<file path="src/rtl/count_bcd_display_pkg.sv">
// Shared definitions for the count -> BCD -> 7-segment display path.
// Holds converter state encodings, active-low segment patterns ({g,f,e,d,c,b,a}),
// a vector-sizing log2 helper and the digit decoder.
package count_bcd_display_pkg;

    typedef enum logic [1:0] {
        ST_IDLE  = 2'd0,
        ST_SHIFT = 2'd1,
        ST_DONE  = 2'd2
    } conv_state_e;

    localparam logic [6:0] SEG_0     = 7'b1000000;
    localparam logic [6:0] SEG_1     = 7'b1111001;
    localparam logic [6:0] SEG_2     = 7'b0100100;
    localparam logic [6:0] SEG_3     = 7'b0110000;
    localparam logic [6:0] SEG_4     = 7'b0011001;
    localparam logic [6:0] SEG_5     = 7'b0010010;
    localparam logic [6:0] SEG_6     = 7'b0000010;
    localparam logic [6:0] SEG_7     = 7'b1111000;
    localparam logic [6:0] SEG_8     = 7'b0000000;
    localparam logic [6:0] SEG_9     = 7'b0010000;
    localparam logic [6:0] SEG_BLANK = 7'b1111111;
    localparam logic [6:0] SEG_DASH  = 7'b0111111;

    // Ceil(log2(value)), never less than 1 so the result can always size a vector.
    function automatic int clog2(input int value);
        int r;
        r = 1;
        for (int i = 1; i < 31; i++) begin
            if ((1 << i) < value) r = i + 1;
        end
        return r;
    endfunction

    // BCD nibble to active-low segments; codes above 9 are never produced upstream.
    function automatic logic [6:0] seg_of(input logic [3:0] nib);
        logic [6:0] s;
        case (nib)
            4'd0:    s = SEG_0;
            4'd1:    s = SEG_1;
            4'd2:    s = SEG_2;
            4'd3:    s = SEG_3;
            4'd4:    s = SEG_4;
            4'd5:    s = SEG_5;
            4'd6:    s = SEG_6;
            4'd7:    s = SEG_7;
            4'd8:    s = SEG_8;
            4'd9:    s = SEG_9;
            default: s = SEG_BLANK;
        endcase
        return s;
    endfunction

endpackage

</file>
<file path="src/rtl/count_bcd_display_if.sv">
// Bus bundle between the up-counter/board side and count_bcd_display.
// No latency of its own; pure wiring.
// No backpressure: count_in is sampled freely, outputs are fire-and-forget.
//   master: drives count_in, observes the display/BCD outputs
//   slave : the display block itself
interface count_bcd_display_if #(
    parameter int N      = 4,
    parameter int DIGITS = 4
);
    logic [N-1:0]          count_in;
    logic [4*DIGITS-1:0]   bcd_out;
    logic                  bcd_valid;
    logic                  overflow;
    logic [DIGITS-1:0]     an;
    logic [6:0]            seg;

    modport master (output count_in, input bcd_out, bcd_valid, overflow, an, seg);
    modport slave  (input count_in, output bcd_out, bcd_valid, overflow, an, seg);
endinterface

</file>
<file path="src/rtl/count_bcd_display_bin2bcd_seq.sv">
// Sequential shift-add-3 binary to BCD converter, free-running IDLE/SHIFT/DONE.
// Latency: sample at edge t0, result + 1-cycle valid at t0+N+1; period N+2.
// No backpressure: input changes between samples are ignored, results simply overwrite.
//   ports: clk, reset (async, active-low), count_in[N], bcd[4*DIGITS], valid, overflow
module bin2bcd_seq
    import count_bcd_display_pkg::*;
#(
    parameter int N      = 4,
    parameter int DIGITS = 4
) (
    input  logic                clk,
    input  logic                reset,
    input  logic [N-1:0]        count_in,
    output logic [4*DIGITS-1:0] bcd,
    output logic                valid,
    output logic                overflow
);
    // One spare nibble above the exported digits catches values >= 10**DIGITS.
    localparam int SW = 4*DIGITS + 4;
    localparam int IW = clog2(N + 1);

    conv_state_e          state_q, state_d;
    logic [SW-1:0]        scr_q, scr_d;
    logic [N-1:0]         bin_q, bin_d;
    logic [IW-1:0]        iter_q, iter_d;
    logic                 lost_q, lost_d;
    logic [4*DIGITS-1:0]  bcd_q, bcd_d;
    logic                 valid_q, valid_d;
    logic                 ovf_q, ovf_d;
    logic [SW-1:0]        adj;

    always_ff @(posedge clk or negedge reset) begin
        if (!reset) begin
            state_q <= ST_IDLE;
            scr_q   <= '0;
            bin_q   <= '0;
            iter_q  <= '0;
            lost_q  <= 1'b0;
            bcd_q   <= '0;
            valid_q <= 1'b0;
            ovf_q   <= 1'b0;
        end else begin
            state_q <= state_d;
            scr_q   <= scr_d;
            bin_q   <= bin_d;
            iter_q  <= iter_d;
            lost_q  <= lost_d;
            bcd_q   <= bcd_d;
            valid_q <= valid_d;
            ovf_q   <= ovf_d;
        end
    end

    always_comb begin
        state_d = state_q;
        case (state_q)
            ST_IDLE:  state_d = ST_SHIFT;
            ST_SHIFT: if (iter_q == IW'(1)) state_d = ST_DONE;
            ST_DONE:  state_d = ST_IDLE;
            default:  state_d = ST_IDLE;
        endcase
    end

    always_comb begin
        scr_d   = scr_q;
        bin_d   = bin_q;
        iter_d  = iter_q;
        lost_d  = lost_q;
        bcd_d   = bcd_q;
        valid_d = 1'b0;
        ovf_d   = ovf_q;

        adj = scr_q;
        for (int k = 0; k < DIGITS + 1; k++) begin
            if (scr_q[4*k +: 4] >= 4'd5) adj[4*k +: 4] = scr_q[4*k +: 4] + 4'd3;
        end

        case (state_q)
            ST_IDLE: begin
                bin_d  = count_in;
                scr_d  = '0;
                lost_d = 1'b0;
                iter_d = IW'(N);
            end
            ST_SHIFT: begin
                scr_d  = {adj[SW-2:0], bin_q[N-1]};
                bin_d  = bin_q << 1;
                // A set bit leaving the scratch top means the value outgrew even the spare nibble.
                lost_d = lost_q | adj[SW-1];
                iter_d = iter_q - IW'(1);
            end
            ST_DONE: begin
                bcd_d   = scr_q[4*DIGITS-1:0];
                ovf_d   = lost_q | (scr_q[SW-1 -: 4] != 4'd0);
                valid_d = 1'b1;
            end
            default: ;
        endcase
    end

    assign bcd      = bcd_q;
    assign valid    = valid_q;
    assign overflow = ovf_q;
endmodule

</file>
<file path="src/rtl/count_bcd_display.sv">
// Counter value -> BCD -> time-multiplexed common-anode 7-segment display.
// Latency: BCD per bin2bcd_seq (N+2 period); an/seg registered, 1 clk behind index/bcd.
// No backpressure: count_in sampled each conversion period, display scans freely.
//   ports: clk, reset (async, active-low), bus (slave: count_in in; bcd_out, bcd_valid,
//          overflow, an[DIGITS] active-low one-hot, seg[7] active-low {g..a} out)
module count_bcd_display
    import count_bcd_display_pkg::*;
#(
    parameter int N        = 4,
    parameter int DIGITS   = 4,
    parameter int SCAN_DIV = 16,
    parameter int LZB      = 1
) (
    input  logic                  clk,
    input  logic                  reset,
    count_bcd_display_if.slave    bus
);
    localparam int PW = clog2(SCAN_DIV);
    localparam int DW = clog2(DIGITS);

    logic [4*DIGITS-1:0] bcd;
    logic                bcd_vld;
    logic                ovf;

    bin2bcd_seq #(.N(N), .DIGITS(DIGITS)) u_conv (
        .clk      (clk),
        .reset    (reset),
        .count_in (bus.count_in),
        .bcd      (bcd),
        .valid    (bcd_vld),
        .overflow (ovf)
    );

    logic [PW-1:0]     pre_q, pre_d;
    logic [DW-1:0]     idx_q, idx_d;
    logic [DIGITS-1:0] an_q, an_d;
    logic [6:0]        seg_q, seg_d;
    logic [DIGITS-1:0] lead_zero;
    logic [3:0]        cur_nib;
    logic              above;

    always_ff @(posedge clk or negedge reset) begin
        if (!reset) begin
            pre_q <= '0;
            idx_q <= '0;
            an_q  <= '1;
            seg_q <= SEG_BLANK;
        end else begin
            pre_q <= pre_d;
            idx_q <= idx_d;
            an_q  <= an_d;
            seg_q <= seg_d;
        end
    end

    // Scan prescaler: each digit stays selected for SCAN_DIV cycles.
    always_comb begin
        pre_d = pre_q + PW'(1);
        idx_d = idx_q;
        if (pre_q == PW'(SCAN_DIV - 1)) begin
            pre_d = '0;
            idx_d = (idx_q == DW'(DIGITS - 1)) ? '0 : idx_q + DW'(1);
        end
    end

    // lead_zero[i]: nibble i and every nibble above it are zero.
    always_comb begin
        lead_zero = '0;
        above     = 1'b1;
        for (int i = DIGITS - 1; i >= 0; i--) begin
            above        = above & (bcd[4*i +: 4] == 4'd0);
            lead_zero[i] = above;
        end
    end

    always_comb begin
        cur_nib = 4'(bcd >> {idx_q, 2'b00});
        an_d    = ~(DIGITS'(1) << idx_q);
        if (ovf)
            seg_d = SEG_DASH;
        else if ((LZB != 0) && (idx_q != '0) && lead_zero[idx_q])
            seg_d = SEG_BLANK;
        else
            seg_d = seg_of(cur_nib);
    end

    assign bus.bcd_out   = bcd;
    assign bus.bcd_valid = bcd_vld;
    assign bus.overflow  = ovf;
    assign bus.an        = an_q;
    assign bus.seg       = seg_q;
endmodule

</file>
<file path="src/flat_wrapper.sv">
// flat-port wrapper written by rule: the top's interface ports become plain ports
module count_bcd_display_flat import count_bcd_display_pkg::*;
#(
    parameter int N        = 4,
    parameter int DIGITS   = 4,
    parameter int SCAN_DIV = 16,
    parameter int LZB      = 1
)
  (clk, reset, bus_count_in, bus_bcd_out, bus_bcd_valid, bus_overflow, bus_an, bus_seg);
  count_bcd_display_if #(.N(N), .DIGITS(DIGITS)) bus_i ();
  input  logic clk;
  input  logic reset;
  input wire logic [$bits(bus_i.count_in)-1:0] bus_count_in;
  output wire logic [$bits(bus_i.bcd_out)-1:0] bus_bcd_out;
  output wire logic [$bits(bus_i.bcd_valid)-1:0] bus_bcd_valid;
  output wire logic [$bits(bus_i.overflow)-1:0] bus_overflow;
  output wire logic [$bits(bus_i.an)-1:0] bus_an;
  output wire logic [$bits(bus_i.seg)-1:0] bus_seg;
  assign bus_i.count_in = bus_count_in;
  assign bus_bcd_out = bus_i.bcd_out;
  assign bus_bcd_valid = bus_i.bcd_valid;
  assign bus_overflow = bus_i.overflow;
  assign bus_an = bus_i.an;
  assign bus_seg = bus_i.seg;
  count_bcd_display #(.N(N), .DIGITS(DIGITS), .SCAN_DIV(SCAN_DIV), .LZB(LZB)) u_core (.clk(clk), .reset(reset), .bus(bus_i));
endmodule
</file>
<file path="config.mk">
export PLATFORM = sky130hd
export DESIGN_NAME = count_bcd_display_flat
export DESIGN_NICKNAME = d
export VERILOG_FILES = /design/src/rtl/count_bcd_display_pkg.sv /design/src/rtl/count_bcd_display_if.sv /design/src/rtl/count_bcd_display_bin2bcd_seq.sv /design/src/rtl/count_bcd_display.sv /design/src/flat_wrapper.sv
export SDC_FILE = /design/constraint.sdc
export NUM_CORES = 1
export LEC_CHECK = 0
export ABC_AREA = 1
export CAP_MARGIN = 5
export CORE_AREA = 2 2 84 106
export CTS_CLUSTER_DIAMETER = 30
export DETAILED_ROUTE_END_ITERATION = 10
export DIE_AREA = 0 0 86 108
export GPL_TIMING_DRIVEN = 0
export HOLD_SLACK_MARGIN = 0.15
export PLACE_DENSITY = 0.74
export SLEW_MARGIN = 20
export SYNTH_ARGS = -nofsm -noshare
export SYNTH_HDL_FRONTEND = slang
export SYNTH_HIERARCHICAL = 1
export SYNTH_SLANG_ARGS = --single-unit
export TNS_END_PERCENT = 30
</file>
<file path="constraint.sdc">
create_clock -name clk -period 1.55 [get_ports clk]
set_clock_uncertainty 0.05 [all_clocks]
set_input_delay 0.3875 -clock clk [delete_from_list [all_inputs] [get_ports clk]]
set_output_delay 0.3875 -clock clk [all_outputs]
set_load 0.005 [all_outputs]
</file>
==> impl_metrics.env <==
export IMPL_cp_start_kind="flip-flop"
export IMPL_rrSetupSlack_ns=-0.006
export IMPL_fin_crit_sh_pct=100
export IMPL_syn_to_final_growth_pct=22.6
export IMPL_min_period_ns=1.56
export IMPL_vias=2922
export IMPL_cpMostUsedCell="nand3_2"
export IMPL_cts_root_buf="clkbuf_8"
export IMPL_min_from="u_core/u_conv/overflow"
export IMPL_grt_max_degree=40
export IMPL_clk_latency_ns=0.34
export IMPL_antennaDiodeCount=0
export IMPL_maxSlewHeadroom_pct=69.0
export IMPL_seq_area_frac_synth_pct=45.9
export IMPL_slowest_delay_ns=0.44
export IMPL_ys_ff_latch=65
export IMPL_power_total_uw=3240
export IMPL_worst_ep_required_time_ns=1.75
export IMPL_grt_pass1_wl_um=13000
export IMPL_grt_remaining_overflow=0
export IMPL_slew_violations=0
export IMPL_io_pins=35
export IMPL_route_detailed_drc=0
export IMPL_synth_area_mm2=0.00357
export IMPL_die_h_um=108
export IMPL_maxCapViolCount=0
export IMPL_drt_iter0_drc=171
export IMPL_yosysWarnings=6
export IMPL_outcome="complete, but fails checks"
export IMPL_path_delay_family="simple AND/OR/NAND/NOR gates"
export IMPL_io_buffers=34
export IMPL_syn_num_nets=435
export IMPL_path_buf_inv=2
export IMPL_endpoint_kind="flip-flop"
export IMPL_syn_inst=406
export IMPL_h_tree_depth=3
export IMPL_post_drt_via_cell_ratio=5.15
export IMPL_grt_util_all_layers_pct=17.6
export IMPL_path_max_fanout=7
export IMPL_crit_slowest_cell="dfrtp_2"
export IMPL_grt_antenna_before_repair=0
export IMPL_pwr_share_clk_pct=43.8
export IMPL_path_clk_slew_ns=0.07
export IMPL_failed_checks="setup timing"
export IMPL_dp_cells=538
export IMPL_worst_pin_slew_ns=0.464
export IMPL_avgSynthCellArea_um2=8.80
export IMPL_post_dp_hpwl_um=5340
export IMPL_hold_violations=0
export IMPL_p_per_area_mw_per_mm2=739
export IMPL_postPlaceCellArea_mm2=0.00405
export IMPL_fmax_mhz=643
export IMPL_first_global_vias=2885
export IMPL_p_switching_uw=700
export IMPL_path_class="reg -> reg"
export IMPL_fillCellCount=757
export IMPL_p_sw_share_pct=21.6
export IMPL_power_internal_uw=2540
export IMPL_cts_sinks=65
export IMPL_hold_depth=1
export IMPL_final_area_mm2=0.00438
export IMPL_gp_congestion=0.822
export IMPL_final_util_pct=53.4
export IMPL_rsz0062_at_grt="true"
export IMPL_first_pass_iters=4
export IMPL_cts_tree="done"
export IMPL_core_rowCount=37
export IMPL_cts_buffers=9
export IMPL_cp_cell_sequence="buf_6 -> nand2_1 -> nand3_2 -> nand2_4 -> buf_4 -> ha_2 -> nand3_2 -> nand3_1 -> nand4_1"
export IMPL_wl_per_cell_um=13.3
export IMPL_min_path_type="reg -> reg"
export IMPL_initial_core_util_pct=43.6
export IMPL_routed_wirelength_um=7540
export IMPL_cp_data_arrival_time_ns=1.76
export IMPL_worst_slack_ns=-0.00557
export IMPL_die_w_um=86
export IMPL_finalNetCount=494
export IMPL_ant_nets=0
export IMPL_whs_ns=0.392
export IMPL_rr_startpoint="u_core/idx_q[0]"
export IMPL_regToRegEndpoint="u_core/bus.seg[4]"
export IMPL_holdPathEnd="u_core/bus.seg[6]"
export IMPL_fp_coreArea_mm2=0.00819
export IMPL_dieArea_mm2=0.00929
export IMPL_vdd_drop_max_uv=380
export IMPL_static_leakage_power_uw=0.00212
export IMPL_final_cells=567
export IMPL_pwr_share_seq_pct=53.4
export IMPL_setup_viol=1
export IMPL_reg2regPathDepth=9
export IMPL_clockBufferDepth=2
export IMPL_ys_types=34
export IMPL_drive_gt1_share_pct=23.0
export IMPL_power_frac_comb_pct=2.8
==> how the worst max path moves through the flow <==
stage	start	to	slack [ns]	cells past startpoint
CTS	u_core/idx_q[0]	u_core/bus.seg[3]	-0.03	8
global placement	reset	u_core/u_conv/valid	-2.04	1
global route	u_core/idx_q[0]	u_core/bus.seg[5]	-0.08	9
finish	u_core/idx_q[0]	u_core/bus.seg[4]	-0.006	9
detailed placement	u_core/idx_q[0]	u_core/bus.seg[5]	-0.21	10
floorplan	u_core/idx_q[0]	u_core/bus.seg[5]	0.05	10
==> stage by stage <==
stage	TNS [ns]	setup WS, ns
after detailed placement	-0.713	-0.207
final	-0.00557	-0.00557
after global routing	-0.303	-0.0815
after floorplan	0	0.0478
after global placement	-124.72	-2.04
after CTS	-0.0361	-0.0292
==> power groups by stage <==
| stage | logic (µW) | registers (µW) | clock network, µW |
|---|---|---|---|
| after floorplan | 21.5 | 1760 | 0 |
| after global routing | 104 | 1730 | 1520 |
| after detailed placement | 99.0 | 1760 | 0 |
| final | 90.2 | 1730 | 1420 |
| after global placement | 90.3 | 1760 | 0 |
| after CTS | 94.4 | 1730 | 1440 |
==> area by class of cell <==
type	count	area (µm²)	area share [%]
timing repair buffer	49	434	9.92
sequential	65	1650	37.6
clock inverter	3	40.0	0.915
multi-input combinational	282	1700	38.8
clock buffer	13	149	3.40
buffer	9	91.3	2.09
inverter	49	196	4.49
tap	97	121	2.77
==> cell usage after synthesis, drive strengths merged <==
cell type | count | area [µm²]
o22ai | 5 | 56.3
dfstp | 11 | 289
dfrtp | 54 | 1350
a21oi | 5 | 28.8
nor2 | 22 | 90.1
clkbuf | 1 | 3.75
inv | 49 | 191
o211ai | 1 | 7.51
xor2 | 5 | 43.8
or2 | 1 | 6.26
nand3 | 39 | 218
nand3b | 2 | 15.0
ha | 23 | 288
a31oi | 1 | 6.26
nand4 | 7 | 43.8
buf | 9 | 98.8
o21ai | 43 | 279
nand2 | 126 | 539
a41oi | 1 | 8.76
and2 | 1 | 6.26
==> sequential cells by signal (all words and copies together), names as in the netlist <==
name                    count
u_core/u_conv/lost_q        1
u_core/u_conv/iter_q        3
u_core/u_conv/state_q       2
u_core/pre_q                4
u_core/bus.seg              7
u_core/bus.an               4
u_core/u_conv/overflow      1
u_core/u_conv/bcd          16
u_core/u_conv/valid         1
u_core/u_conv/bin_q         4
u_core/u_conv/scr_q        20
u_core/idx_q                2
==> what timing repair did <==
item,4_1_cts,5_1_grt
hold buffers,1,0
endpoints found under the hold margin,15,0
setup buffers,8,5
setup endpoints to repair,36,19
gates resized for setup,41,18
pin swaps,5,7
==> metal layers <==
metal  vias up  global-route usage, %  part of all wire, %
met1      1408                   20.5                   42
met2        70                   30.6                   51
met4         0                   8.73                  2.5
met5         -                      0                    0
li1       1428                      -                    -
met3        16                   3.44                  3.9
==> cells by family after synthesis <==
| kind of cell | Yosys count | synth area share [%] |
|---|---|---|
| AO/OA/AOI/OAI | 56 | 10.8 |
| XOR/XNOR | 5 | 1.23 |
| adder cells (fa/ha/maj) | 23 | 8.06 |
| buffers and inverters | 59 | 8.23 |
| flip-flops | 65 | 45.9 |
| AND/OR/NAND/NOR | 198 | 25.7 |
==> cell usage in the layout, fill, tap and decap left out, drive strengths merged, types with 2 or more instances in the layout <==
master,instances
clkdlybuf4s50,4
o22ai,5
dfrtp,54
buf,23
nand4,7
a21oi,5
inv,48
dfstp,11
nand3b,2
nand2,126
dlygate4sd2,25
o21ai,43
clkinv,3
clkdlybuf4s15,4
ha,23
nand3,39
xor2,5
clkbuf,14
nor2,22
No activity file was read; power rests on OpenSTA's default activity.
